`src/rtl/btn_evt_pkg.sv`:
```
// Shared types and constants for the button event controller.
//   EVT_PRESS / EVT_RELEASE / EVT_LONG : event codes carried in evt_code
//   evt_t                              : packed {code, id} queue entry
//   scan_state_e                       : debounce scheduler states
package btn_evt_pkg;

  localparam int EVT_CODE_W = 2;
  localparam int EVT_ID_W   = 3;
  localparam int EVT_W      = EVT_CODE_W + EVT_ID_W;

  localparam logic [EVT_CODE_W-1:0] EVT_NONE    = 2'b00;
  localparam logic [EVT_CODE_W-1:0] EVT_PRESS   = 2'b01;
  localparam logic [EVT_CODE_W-1:0] EVT_RELEASE = 2'b10;
  localparam logic [EVT_CODE_W-1:0] EVT_LONG    = 2'b11;

  typedef struct packed {
    logic [EVT_CODE_W-1:0] code;
    logic [EVT_ID_W-1:0]   id;
  } evt_t;

  typedef enum logic {
    ST_IDLE = 1'b0,
    ST_SCAN = 1'b1
  } scan_state_e;

endpackage

```
`src/rtl/evt_fifo.sv`:
```
// Synchronous event FIFO (read/write pointers plus occupancy count).
//   clk, rst       : clock, async active-high reset
//   push/push_data : write request and data; dropped when full without a pop
//   pop            : read request, ignored when empty
//   pop_data       : head entry, forced to zero while empty
//   full, empty    : occupancy flags
//   drop           : a push was discarded this cycle
module evt_fifo
  import btn_evt_pkg::*;
#(
  parameter int WIDTH = EVT_W,
  parameter int DEPTH = 4
) (
  input  logic             clk,
  input  logic             rst,
  input  logic             push,
  input  logic [WIDTH-1:0] push_data,
  input  logic             pop,
  output logic [WIDTH-1:0] pop_data,
  output logic             full,
  output logic             empty,
  output logic             drop
);

  localparam int PTR_W = (DEPTH > 1) ? $clog2(DEPTH) : 1;
  localparam int CNT_W = $clog2(DEPTH + 1);

  logic [WIDTH-1:0] mem [DEPTH];
  logic [PTR_W-1:0] wr_ptr;
  logic [PTR_W-1:0] rd_ptr;
  logic [CNT_W-1:0] count;
  logic             do_push;
  logic             do_pop;

  function automatic logic [PTR_W-1:0] ptr_inc(input logic [PTR_W-1:0] p);
    if (p == PTR_W'(DEPTH - 1)) return '0;
    return p + PTR_W'(1);
  endfunction

  assign full  = (count == CNT_W'(DEPTH));
  assign empty = (count == '0);

  // A pop frees the slot in the same cycle, so a push into a full queue
  // that is also being drained is accepted rather than dropped.
  assign do_pop  = pop & ~empty;
  assign do_push = push & (~full | do_pop);
  assign drop    = push & full & ~do_pop;

  assign pop_data = empty ? '0 : mem[rd_ptr];

  always_ff @(posedge clk) begin
    if (do_push) mem[wr_ptr] <= push_data;
  end

  always_ff @(posedge clk or posedge rst) begin
    if (rst) begin
      wr_ptr <= '0;
      rd_ptr <= '0;
      count  <= '0;
    end else begin
      if (do_push) wr_ptr <= ptr_inc(wr_ptr);
      if (do_pop)  rd_ptr <= ptr_inc(rd_ptr);
      case ({do_push, do_pop})
        2'b10:   count <= count + CNT_W'(1);
        2'b01:   count <= count - CNT_W'(1);
        default: count <= count;
      endcase
    end
  end

endmodule

```
`src/rtl/btn_event_ctrl.sv`:
```
// Button debounce scheduler and event generator.
// One debounce engine is shared round-robin across N_BTN buttons: each
// sample tick starts a scan that visits one button per cycle, shifts its
// history, and turns stable transitions into PRESS/RELEASE/LONG events
// queued in evt_fifo.
//   clk, rst      : clock, async active-high reset
//   btn_raw       : raw asynchronous button inputs
//   btn_level     : debounced stable levels
//   evt_valid     : queue head valid
//   evt_ready     : consumer accepts head
//   evt_code      : 01 PRESS, 10 RELEASE, 11 LONG
//   evt_id        : button index of head event
//   overflow      : sticky, an event was dropped
//   clr_overflow  : synchronous clear of overflow (a same-cycle drop wins)
//
// Scheduler states:
//   state   | meaning
//   ST_IDLE | waiting for the sample tick
//   ST_SCAN | visiting button idx, one per cycle, then back to idle
module btn_event_ctrl
  import btn_evt_pkg::*;
#(
  parameter int N_BTN      = 4,
  parameter int TICK_DIV   = 50000,
  parameter int HIST       = 8,
  parameter int LONG_TICKS = 64,
  parameter int FIFO_DEPTH = 4
) (
  input  logic                  clk,
  input  logic                  rst,
  input  logic [N_BTN-1:0]      btn_raw,
  output logic [N_BTN-1:0]      btn_level,
  output logic                  evt_valid,
  input  logic                  evt_ready,
  output logic [EVT_CODE_W-1:0] evt_code,
  output logic [EVT_ID_W-1:0]   evt_id,
  output logic                  overflow,
  input  logic                  clr_overflow
);

  localparam int TICK_W = $clog2(TICK_DIV);
  localparam int IDX_W  = (N_BTN > 1) ? $clog2(N_BTN) : 1;
  localparam int HOLD_W = $clog2(LONG_TICKS);
  localparam logic [HOLD_W-1:0] HOLD_MAX  = '1;
  localparam logic [HOLD_W-1:0] HOLD_LONG = HOLD_W'(LONG_TICKS - 1);

  // Input synchronizer.
  logic [N_BTN-1:0] sync_meta;
  logic [N_BTN-1:0] sync;

  always_ff @(posedge clk or posedge rst) begin
    if (rst) begin
      sync_meta <= '0;
      sync      <= '0;
    end else begin
      sync_meta <= btn_raw;
      sync      <= sync_meta;
    end
  end

  // Sample tick divider.
  logic [TICK_W-1:0] tick_cnt;
  logic              tick;

  assign tick = (tick_cnt == TICK_W'(TICK_DIV - 1));

  always_ff @(posedge clk or posedge rst) begin
    if (rst)       tick_cnt <= '0;
    else if (tick) tick_cnt <= '0;
    else           tick_cnt <= tick_cnt + TICK_W'(1);
  end

  // Scheduler FSM.
  scan_state_e      state_q;
  scan_state_e      state_d;
  logic [IDX_W-1:0] idx_q;
  logic [IDX_W-1:0] idx_d;
  logic             visit;

  assign visit = (state_q == ST_SCAN);

  always_ff @(posedge clk or posedge rst) begin
    if (rst) begin
      state_q <= ST_IDLE;
      idx_q   <= '0;
    end else begin
      state_q <= state_d;
      idx_q   <= idx_d;
    end
  end

  always_comb begin
    state_d = state_q;
    idx_d   = idx_q;
    case (state_q)
      ST_IDLE: begin
        if (tick) begin
          state_d = ST_SCAN;
          idx_d   = '0;
        end
      end
      ST_SCAN: begin
        if (idx_q == IDX_W'(N_BTN - 1)) begin
          state_d = ST_IDLE;
          idx_d   = '0;
        end else begin
          idx_d = idx_q + IDX_W'(1);
        end
      end
      default: begin
        state_d = ST_IDLE;
        idx_d   = '0;
      end
    endcase
  end

  // Per-button debounce state.
  logic [HIST-1:0]   hist [N_BTN];
  logic [HOLD_W-1:0] hold [N_BTN];
  logic [N_BTN-1:0]  level_q;
  logic [N_BTN-1:0]  long_done;

  // Next values for the button currently being visited.
  logic [HIST-1:0]       hist_nx;
  logic                  level_nx;
  logic [HOLD_W-1:0]     hold_nx;
  logic                  long_nx;
  logic                  push;
  logic [EVT_CODE_W-1:0] push_code;

  assign hist_nx = {hist[idx_q][HIST-2:0], sync[idx_q]};

  always_comb begin
    level_nx  = level_q[idx_q];
    hold_nx   = hold[idx_q];
    long_nx   = long_done[idx_q];
    push      = 1'b0;
    push_code = EVT_NONE;
    if (visit) begin
      if ((&hist_nx) && !level_q[idx_q]) begin
        level_nx  = 1'b1;
        hold_nx   = '0;
        long_nx   = 1'b0;
        push      = 1'b1;
        push_code = EVT_PRESS;
      end else if (!(|hist_nx) && level_q[idx_q]) begin
        level_nx  = 1'b0;
        push      = 1'b1;
        push_code = EVT_RELEASE;
      end else if (level_q[idx_q] && !long_done[idx_q]) begin
        if (hold[idx_q] != HOLD_MAX) hold_nx = hold[idx_q] + HOLD_W'(1);
        if (hold_nx == HOLD_LONG) begin
          long_nx   = 1'b1;
          push      = 1'b1;
          push_code = EVT_LONG;
        end
      end
    end
  end

  always_ff @(posedge clk or posedge rst) begin
    if (rst) begin
      for (int i = 0; i < N_BTN; i++) begin
        hist[i] <= '0;
        hold[i] <= '0;
      end
      level_q   <= '0;
      long_done <= '0;
    end else if (visit) begin
      hist[idx_q]      <= hist_nx;
      hold[idx_q]      <= hold_nx;
      level_q[idx_q]   <= level_nx;
      long_done[idx_q] <= long_nx;
    end
  end

  assign btn_level = level_q;

  // Event queue.
  evt_t push_evt;
  evt_t head_evt;
  logic fifo_full;
  logic fifo_empty;
  logic fifo_drop;
  logic pop;

  assign push_evt  = '{code: push_code, id: EVT_ID_W'(idx_q)};
  assign evt_valid = ~fifo_empty;
  assign pop       = evt_valid & evt_ready;
  assign evt_code  = head_evt.code;
  assign evt_id    = head_evt.id;

  evt_fifo #(
    .WIDTH (EVT_W),
    .DEPTH (FIFO_DEPTH)
  ) u_evt_fifo (
    .clk       (clk),
    .rst       (rst),
    .push      (push),
    .push_data (push_evt),
    .pop       (pop),
    .pop_data  (head_evt),
    .full      (fifo_full),
    .empty     (fifo_empty),
    .drop      (fifo_drop)
  );

  // A drop can only come from a full queue.
  drop_needs_full: assert property (@(posedge clk) disable iff (rst) fifo_drop |-> fifo_full);

  always_ff @(posedge clk or posedge rst) begin
    if (rst)               overflow <= 1'b0;
    else if (fifo_drop)    overflow <= 1'b1;
    else if (clr_overflow) overflow <= 1'b0;
  end

endmodule

```
`config.mk`:
```
export PLATFORM = sky130hd
export DESIGN_NAME = btn_event_ctrl
export DESIGN_NICKNAME = d
export VERILOG_FILES = /design/src/rtl/btn_evt_pkg.sv /design/src/rtl/evt_fifo.sv /design/src/rtl/btn_event_ctrl.sv
export SDC_FILE = /design/constraint.sdc
export NUM_CORES = 1
export LEC_CHECK = 0
export ABC_AREA = 1
export BUFFER_PORTS_ARGS = -buffer_cell sky130_fd_sc_hd__buf_2
export CAP_MARGIN = 10
export CELL_PAD_IN_SITES_DETAIL_PLACEMENT = 1
export CELL_PAD_IN_SITES_GLOBAL_PLACEMENT = 1
export CORE_MARGIN = 1
export CORE_UTILIZATION = 25
export CTS_BUF_LIST = sky130_fd_sc_hd__clkbuf_8
export DETAILED_ROUTE_END_ITERATION = 16
export PLACE_DENSITY = 0.47
export REMOVE_ABC_BUFFERS = 1
export SLEW_MARGIN = 20
export SYNTH_ARGS = -nofsm -noshare
export SYNTH_HDL_FRONTEND = slang
export SYNTH_SLANG_ARGS = --single-unit
```
`constraint.sdc`:
```
create_clock -name clk -period 3.9 [get_ports clk]
set_input_delay 0.39 -clock clk [delete_from_list [all_inputs] [get_ports clk]]
set_output_delay 0.39 -clock clk [all_outputs]
set_load 0.02 [all_outputs]
```
==> impl_metrics.json, run 1 <==
{
  "status": "complete, no violations",
  "netlist_instances": 625,
  "powerDensity_nw_per_um2": 368,
  "setup_tns_ps": 0,
  "syn_area_per_cell_um2": 8.62,
  "cap_violations": 0,
  "final_nets": 662,
  "comb_power_share_pct": 13.0,
  "clock-root-buffer": "clkbuf_8",
  "grt_max_degree": 43,
  "drc": 0,
  "post_cts_buffers": 0,
  "insertion_delay_ps": 390,
  "crit_type": "flop to flop",
  "place_hpwl_mm": 9.37,
  "slew_headroom_pct": 51.4,
  "holdWs_ps": 42.1,
  "hp-class": "input port to async pin",
  "cp_max_fo": 36,
  "end_kind": "flop",
  "p_clk_share_pct": 30.1,
  "clock_sinks": 111,
  "vias": 4158,
  "finalHoldViolations": 0,
  "synthesis.area_um2": 5390,
  "drive_gt1_share_pct": 11.5,
  "worst_slew_pin_slew_ps": 724,
  "via_per_inst": 4.51,
  "grt_pass1_wl_mm": 22.9,
  "cp.arrival_ps": 3810,
  "area_growth_pct": 9.91,
  "core-area_um2": 21100,
  "reg2reg_from": "idx_q[0]",
  "ys_warn_count": 0,
  "p_switching_mw": 0.634,
  "grt_pass1_vias": 4355,
  "clk_pin_slew_ps": 100,
  "setup_viol": 0,
  "start_util_pct": 25.6,
  "switching_share_pct": 29.1,
  "firstDrtPassIters": 4,
  "die_h_um": 149,
  "cp-start-kind": "flop",
  "cts_buffers": 9,
  "dieWidth_um": 149,
  "ctsHoldBuffers": 0,
  "ys.flop_type": "dfrtp_1",
  "grt_antenna_before_repair": 0,
  "io-pin-count": 19,
  "crit_required_ps": 4170,
  "power_leakage_nw": 2.69,
  "dieArea_um2": 22100,
  "ir_drop_v": 0.000118,
  "finalMaxSlewViolations": 0,
  "numPortBuffers": 17,
  "grt_overflow": 0,
  "routed_wl_mm": 13.7,
  "gp_congestion": 0.802,
  "antennaDiodeCount": 0,
  "skew_ps": 13.3,
  "clk_path_buf_depth": 2,
  "grtUsageTotal_pct": 13.5,
  "nFillCells": 2501,
  "ant_nets": 0,
  "p_int_mw": 1.55,
  "wire_per_inst_um": 14.9,
  "post_cts_resized": 0,
  "p_total_mw": 2.18,
  "ys_seq_elements": 111,
  "htreeDepth": 3,
  "regArea_um2": 2860,
  "fin_crit_sh_pct": 90.9,
  "async_reset_ff_share_pct": 85.6,
  "drtIter0Drc": 102,
  "seq_power_share_pct": 56.9,
  "ys_types": 46,
  "cts_tree": "done",
  "finalCriticalPeriod_ps": 3550,
  "critPathLaunch": "idx_q[0]",
  "seq_area_frac_synth_pct": 53.0,
  "fmax_mhz": 282,
  "row_count": 53,
  "rsz0062_at_grt": "false",
  "synth-edff-count": 16,
  "multiInputGateArea_um2": 2210
}
==> layout make-up <==
type / count / share of cell area, %
multi-input combinational: 447 / 37.3
timing repair buffer: 26 / 2.58
sequential: 111 / 48.2
clock buffer: 10 / 2.32
inverter: 46 / 3.08
tap: 275 / 5.81
clock inverter: 6 / 0.634
==> metal layers <==
metal / vias to the layer above / routed length [µm] / global-route usage, %
met3: 12 / 246 / 2.14
li1: 2069 / - / -
met2: 29 / 6430 / 22.4
met1: 2048 / 6770 / 17.8
met4: 0 / 226 / 5.05
met5: - / 0 / 0
==> Yosys cell counts (2+ instances only) <==
library cell	count	area, µm²
nand2_4	2	22.5
ha_1	12	150
a31oi_1	2	12.5
nand3_1	52	260
xor2_1	5	43.8
nor3b_1	2	15.0
nor4_1	2	12.5
dfrtp_1	95	2380
o21ai_0	48	240
buf_6	5	56.3
nor2_2	5	31.3
buf_2	4	20.0
nor2_1	66	248
nor3_1	4	20.0
inv_1	38	143
edfxtp_1	16	480
a21oi_1	26	130
nand2_2	10	62.6
nand4_1	3	18.8
nand3b_1	2	15.0
nand3_2	2	20.0
clkinv_1	4	15.0
xnor2_1	2	17.5
buf_4	2	15.0
nand2_1	171	642
o21ai_1	13	65.1
o211ai_2	4	50.1
clkbuf_1	9	33.8
inv_2	2	7.51
==> registers in the layout (all words and copies together) (netlist names), 2 cells and up <==
name and flops:
hist 28, hold 24, tick_cnt 16, u_evt_fifo.mem 16, btn_level 4, long_done 4, sync 4, sync_meta 4
u_evt_fifo.count 3, idx_q 2, u_evt_fifo.rd_ptr 2, u_evt_fifo.wr_ptr 2
==> stage by stage <==
step	utilization, %	setup slack (ps)	instance area (µm²)	std cells
3_5_place_dp	27.3	391	5750	905
2_1_floorplan	-	222	5250	604
5_1_grt	28.1	19.7	5920	921
6_report	28.1	354	5920	921
3_3_place_gp	27.3	435	5750	905
4_1_cts	28.1	344	5920	921
==> worst paths after layout <==
kind | to | slack (ps) | depth (start not counted)
worst max register to register | u_evt_fifo.count[2] | 350 | 19
worst max-delay path | u_evt_fifo.count[2] | 350 | 19
worst min-delay path | sync_meta[0] | 40 | 2
min in group clk | sync_meta[0] | 100 | 1
max in group asynchronous | hist[10] | 3060 | 3
worst min register to register | sync[1] | 360 | 0
==> layout by cell type, fill, tap and decap left out, types with 3 or more instances in the layout <==
cell type,synthesis,routed
a21oi_1,26,26
buf_2,4,17
buf_4,2,9
clkbuf_8,0,10
clkinv_1,4,4
dfrtp_1,95,95
edfxtp_1,16,16
ha_1,12,12
inv_1,38,38
nand2_1,171,171
nand2_2,10,10
nand3_1,52,52
nand4_1,3,3
nor2_1,66,66
nor2_2,5,5
nor3_1,4,4
o211ai_2,4,4
o21ai_0,48,48
o21ai_1,13,13
xor2_1,5,5
==> power groups by stage <==
stage | registers [mW] | clock network [mW] | logic, mW
2_1_floorplan | 1.25 | 0 | 0.209
3_3_place_gp | 1.26 | 0 | 0.286
3_5_place_dp | 1.27 | 0 | 0.292
4_1_cts | 1.24 | 0.697 | 0.293
5_1_grt | 1.25 | 0.740 | 0.329
6_report | 1.24 | 0.656 | 0.284
==> worst max-delay path: stages (launching register included) <==
cell,delay (ps)
dfrtp_1,520
buf_4,460
nand2_1,100
nand3_1,100
nand2_1,140
nor2_2,240
nand2_1,140
nand2_1,80
nand2_1,70
nand2_1,70
nor2_1,50
nand2_2,90
nand3_2,130
nand3_4,130
ha_1,170
inv_1,70
fa_1,440
a21oi_1,150
o21ai_0,120
xor2_1,150
==> kinds of logic (layout without fill, tap and decap cells) <==
logic type,Yosys count,count (layout),share of synthesized area [%]
other,1,1,0.0696
buffers and inverters,67,88,5.94
flip-flops,111,111,53.0
XOR/XNOR,7,7,1.14
adder cells (fa/ha/maj),13,13,3.16
AND/OR/NAND/NOR,325,325,26.1
AO/OA/AOI/OAI,101,101,10.5
No activity file was read; power rests on OpenSTA's default activity.
==> inputs of run 2 (changes only) <==
--- a/config.mk
+++ b/config.mk
@@ -11,10 +11,10 @@
 export CELL_PAD_IN_SITES_DETAIL_PLACEMENT = 1
 export CELL_PAD_IN_SITES_GLOBAL_PLACEMENT = 1
 export CORE_MARGIN = 1
-export CORE_UTILIZATION = 25
+export CORE_UTILIZATION = 49
 export CTS_BUF_LIST = sky130_fd_sc_hd__clkbuf_8
 export DETAILED_ROUTE_END_ITERATION = 16
-export PLACE_DENSITY = 0.47
+export PLACE_DENSITY = 0.82
 export REMOVE_ABC_BUFFERS = 1
 export SLEW_MARGIN = 20
 export SYNTH_ARGS = -nofsm -noshare
==> impl_metrics.json, run 2 (synthesis gave the netlist of run 1 again) <==
{
  "fmax_mhz": 282,
  "place_hpwl_mm": 9.01,
  "dieWidth_um": 107,
  "layout_common_cells": "nand2_1, dfrtp_1, nor2_1",
  "status": "complete, no violations",
  "skew_ps": 12.2,
  "cts_buffers": 9,
  "grt_pass1_wl_mm": 21.9,
  "top_regs": "hist x28, hold x24",
  "clock_sinks": 111,
  "nFillCells": 1276,
  "clock-root-buffer": "clkbuf_8",
  "htreeDepth": 3,
  "core-area_um2": 10500,
  "clk_path_buf_depth": 2,
  "cp.arrival_ps": 3810,
  "cp_max_fo": 12,
  "place_area_um2": 5550,
  "start_util_pct": 51.3,
  "numPortBuffers": 17,
  "cp-start-kind": "flop",
  "drive_gt1_share_pct": 11.5,
  "finalCriticalPeriod_ps": 3540,
  "crit_type": "flop to flop",
  "finalHoldViolations": 0,
  "drc": 0,
  "wire_per_inst_um": 16.5,
  "regMostFlops": "hist",
  "insertion_delay_ps": 400,
  "die_h_um": 107,
  "worst_slew_pin_slew_ps": 861,
  "grt_pass1_vias": 4497,
  "cap_violations": 0,
  "area_growth_pct": 7.34,
  "vias": 4289,
  "via_per_inst": 5.50,
  "grt_antenna_before_repair": 0,
  "grt_max_degree": 70,
  "slew_headroom_pct": 42.6,
  "firstDrtPassIters": 4,
  "postLayoutCellArea_um2": 5780,
  "path_cells": "buf_4 -> nand3_1 -> nand2_1 -> inv_2 -> ha_1 -> nand3_1 -> nor2_2 -> nand2_1 -> nand2_1 -> nand2_1 -> nand2_1 -> nor2_1 -> nand2_2 -> nand3_2 -> nand3_4 -> ha_1 -> inv_1 -> fa_1 -> a21oi_1 -> o21ai_0 -> xor2_1",
  "clk_pin_slew_ps": 110,
  "dieArea_um2": 11400,
  "critPathMaxStageDelay_ps": 440,
  "ctsHoldBuffers": 0,
  "crit_required_ps": 4170,
  "drtIter0Drc": 180,
  "hp-class": "input port to flop",
  "gp_congestion": 0.884,
  "fin_crit_sh_pct": 90.8,
  "row_count": 37,
  "grtUsageTotal_pct": 25.0,
  "setup_viol": 0,
  "antennaDiodeCount": 0,
  "grt_overflow": 0,
  "cpMostUsedCell": "nand2_1",
  "end_kind": "flop",
  "rsz0062_at_grt": "false",
  "final_common_cell": "nand2_1",
  "power_leakage_nw": 2.71,
  "io-pin-count": 19,
  "slowest_stage": "dfrtp_1",
  "cts_tree": "done",
  "ant_nets": 0,
  "largest_reg_flops": 28,
  "routed_wl_mm": 12.8,
  "setup_tns_ps": 0,
  "ir_drop_v": 0.000318,
  "finalMaxSlewViolations": 0,
  "powerDensity_nw_per_um2": 401,
  "final_nets": 660
}
[run 2: cell count changes in the layout (fill, tap and decap cells not counted), sizes merged]
cell,before,now
inv,43,45
bufinv,0,2
clkinvlp,2,0
buf,26,24
clkinv,7,5
[run 2: path summary, 6_finish.rpt]
kind / startpoint / to / slack [ps] / depth (start not counted)
setup / recovery: idx_q[1] / u_evt_fifo.count[2] / 360 / 21
setup reg to reg: idx_q[1] / u_evt_fifo.count[2] / 360 / 21
min in group asynchronous: rst / hist[21] / 160 / 2
hold reg to reg: sync_meta[3] / sync[3] / 340 / 0
hold / removal: btn_raw[1] / sync_meta[1] / 100 / 1
max in group asynchronous: rst / sync_meta[2] / 2860 / 3
[run 2: area by class of cell]
type	instances	area (µm²)	share of cell area (%)
inverters	46	183	3.16
repair buffers	24	135	2.34
clock buffers	10	138	2.38
flip-flops and latches	111	2860	49.4
clock inverters	6	88.8	1.54
well taps	136	170	2.94
multi-input cells	447	2210	38.2
[run 2: stage by stage]
stage | setup WS (ps) | instances | power (mW) | util [%] | hold slack, ps
floorplan | 222 | 604 | 1.46 | - | 331
global placement | 548 | 763 | 1.54 | 52.8 | 333
detailed placement | 246 | 763 | 1.56 | 52.8 | 336
CTS | 221 | 779 | 2.34 | 55.0 | 82.7
global route | 7.61 | 780 | 2.42 | 55.0 | 75.0
finish | 360 | 780 | 2.32 | 55.0 | 100
[run 2: where the power goes]
group	leakage, nW	total (mW)	switching, mW	internal (mW)
clock	0.118	0.786	0.403	0.383
combinational	1.12	0.293	0.194	0.0991
sequential	1.47	1.24	0.0382	1.20
[run 2: worst max-delay path: cells and delay by family, from the launching register on]
family | cells | cell delay, ps
and+or+nand+nor | 12 | 1350
adders and majority gates | 3 | 790
DFF | 1 | 440
buffers and inverters | 3 | 400
AOI/OAI and AO/OA | 2 | 270
xor gates and xnor gates | 1 | 150
[run 2: per-layer routing]
metal	up-vias	track usage [%]	part of all wire, %
met1	2169	30.9	44
met2	49	44.1	52
met5	-	0	0
met3	10	5.84	2.7
li1	2061	-	-
met4	0	6.36	1.1
[run 2: timing repair]
| action | CTS | global route |
|---|---|---|
| setup endpoints to repair | 0 | 2 |
| gates resized for setup | 0 | 1 |
| setup buffers | 0 | 1 |
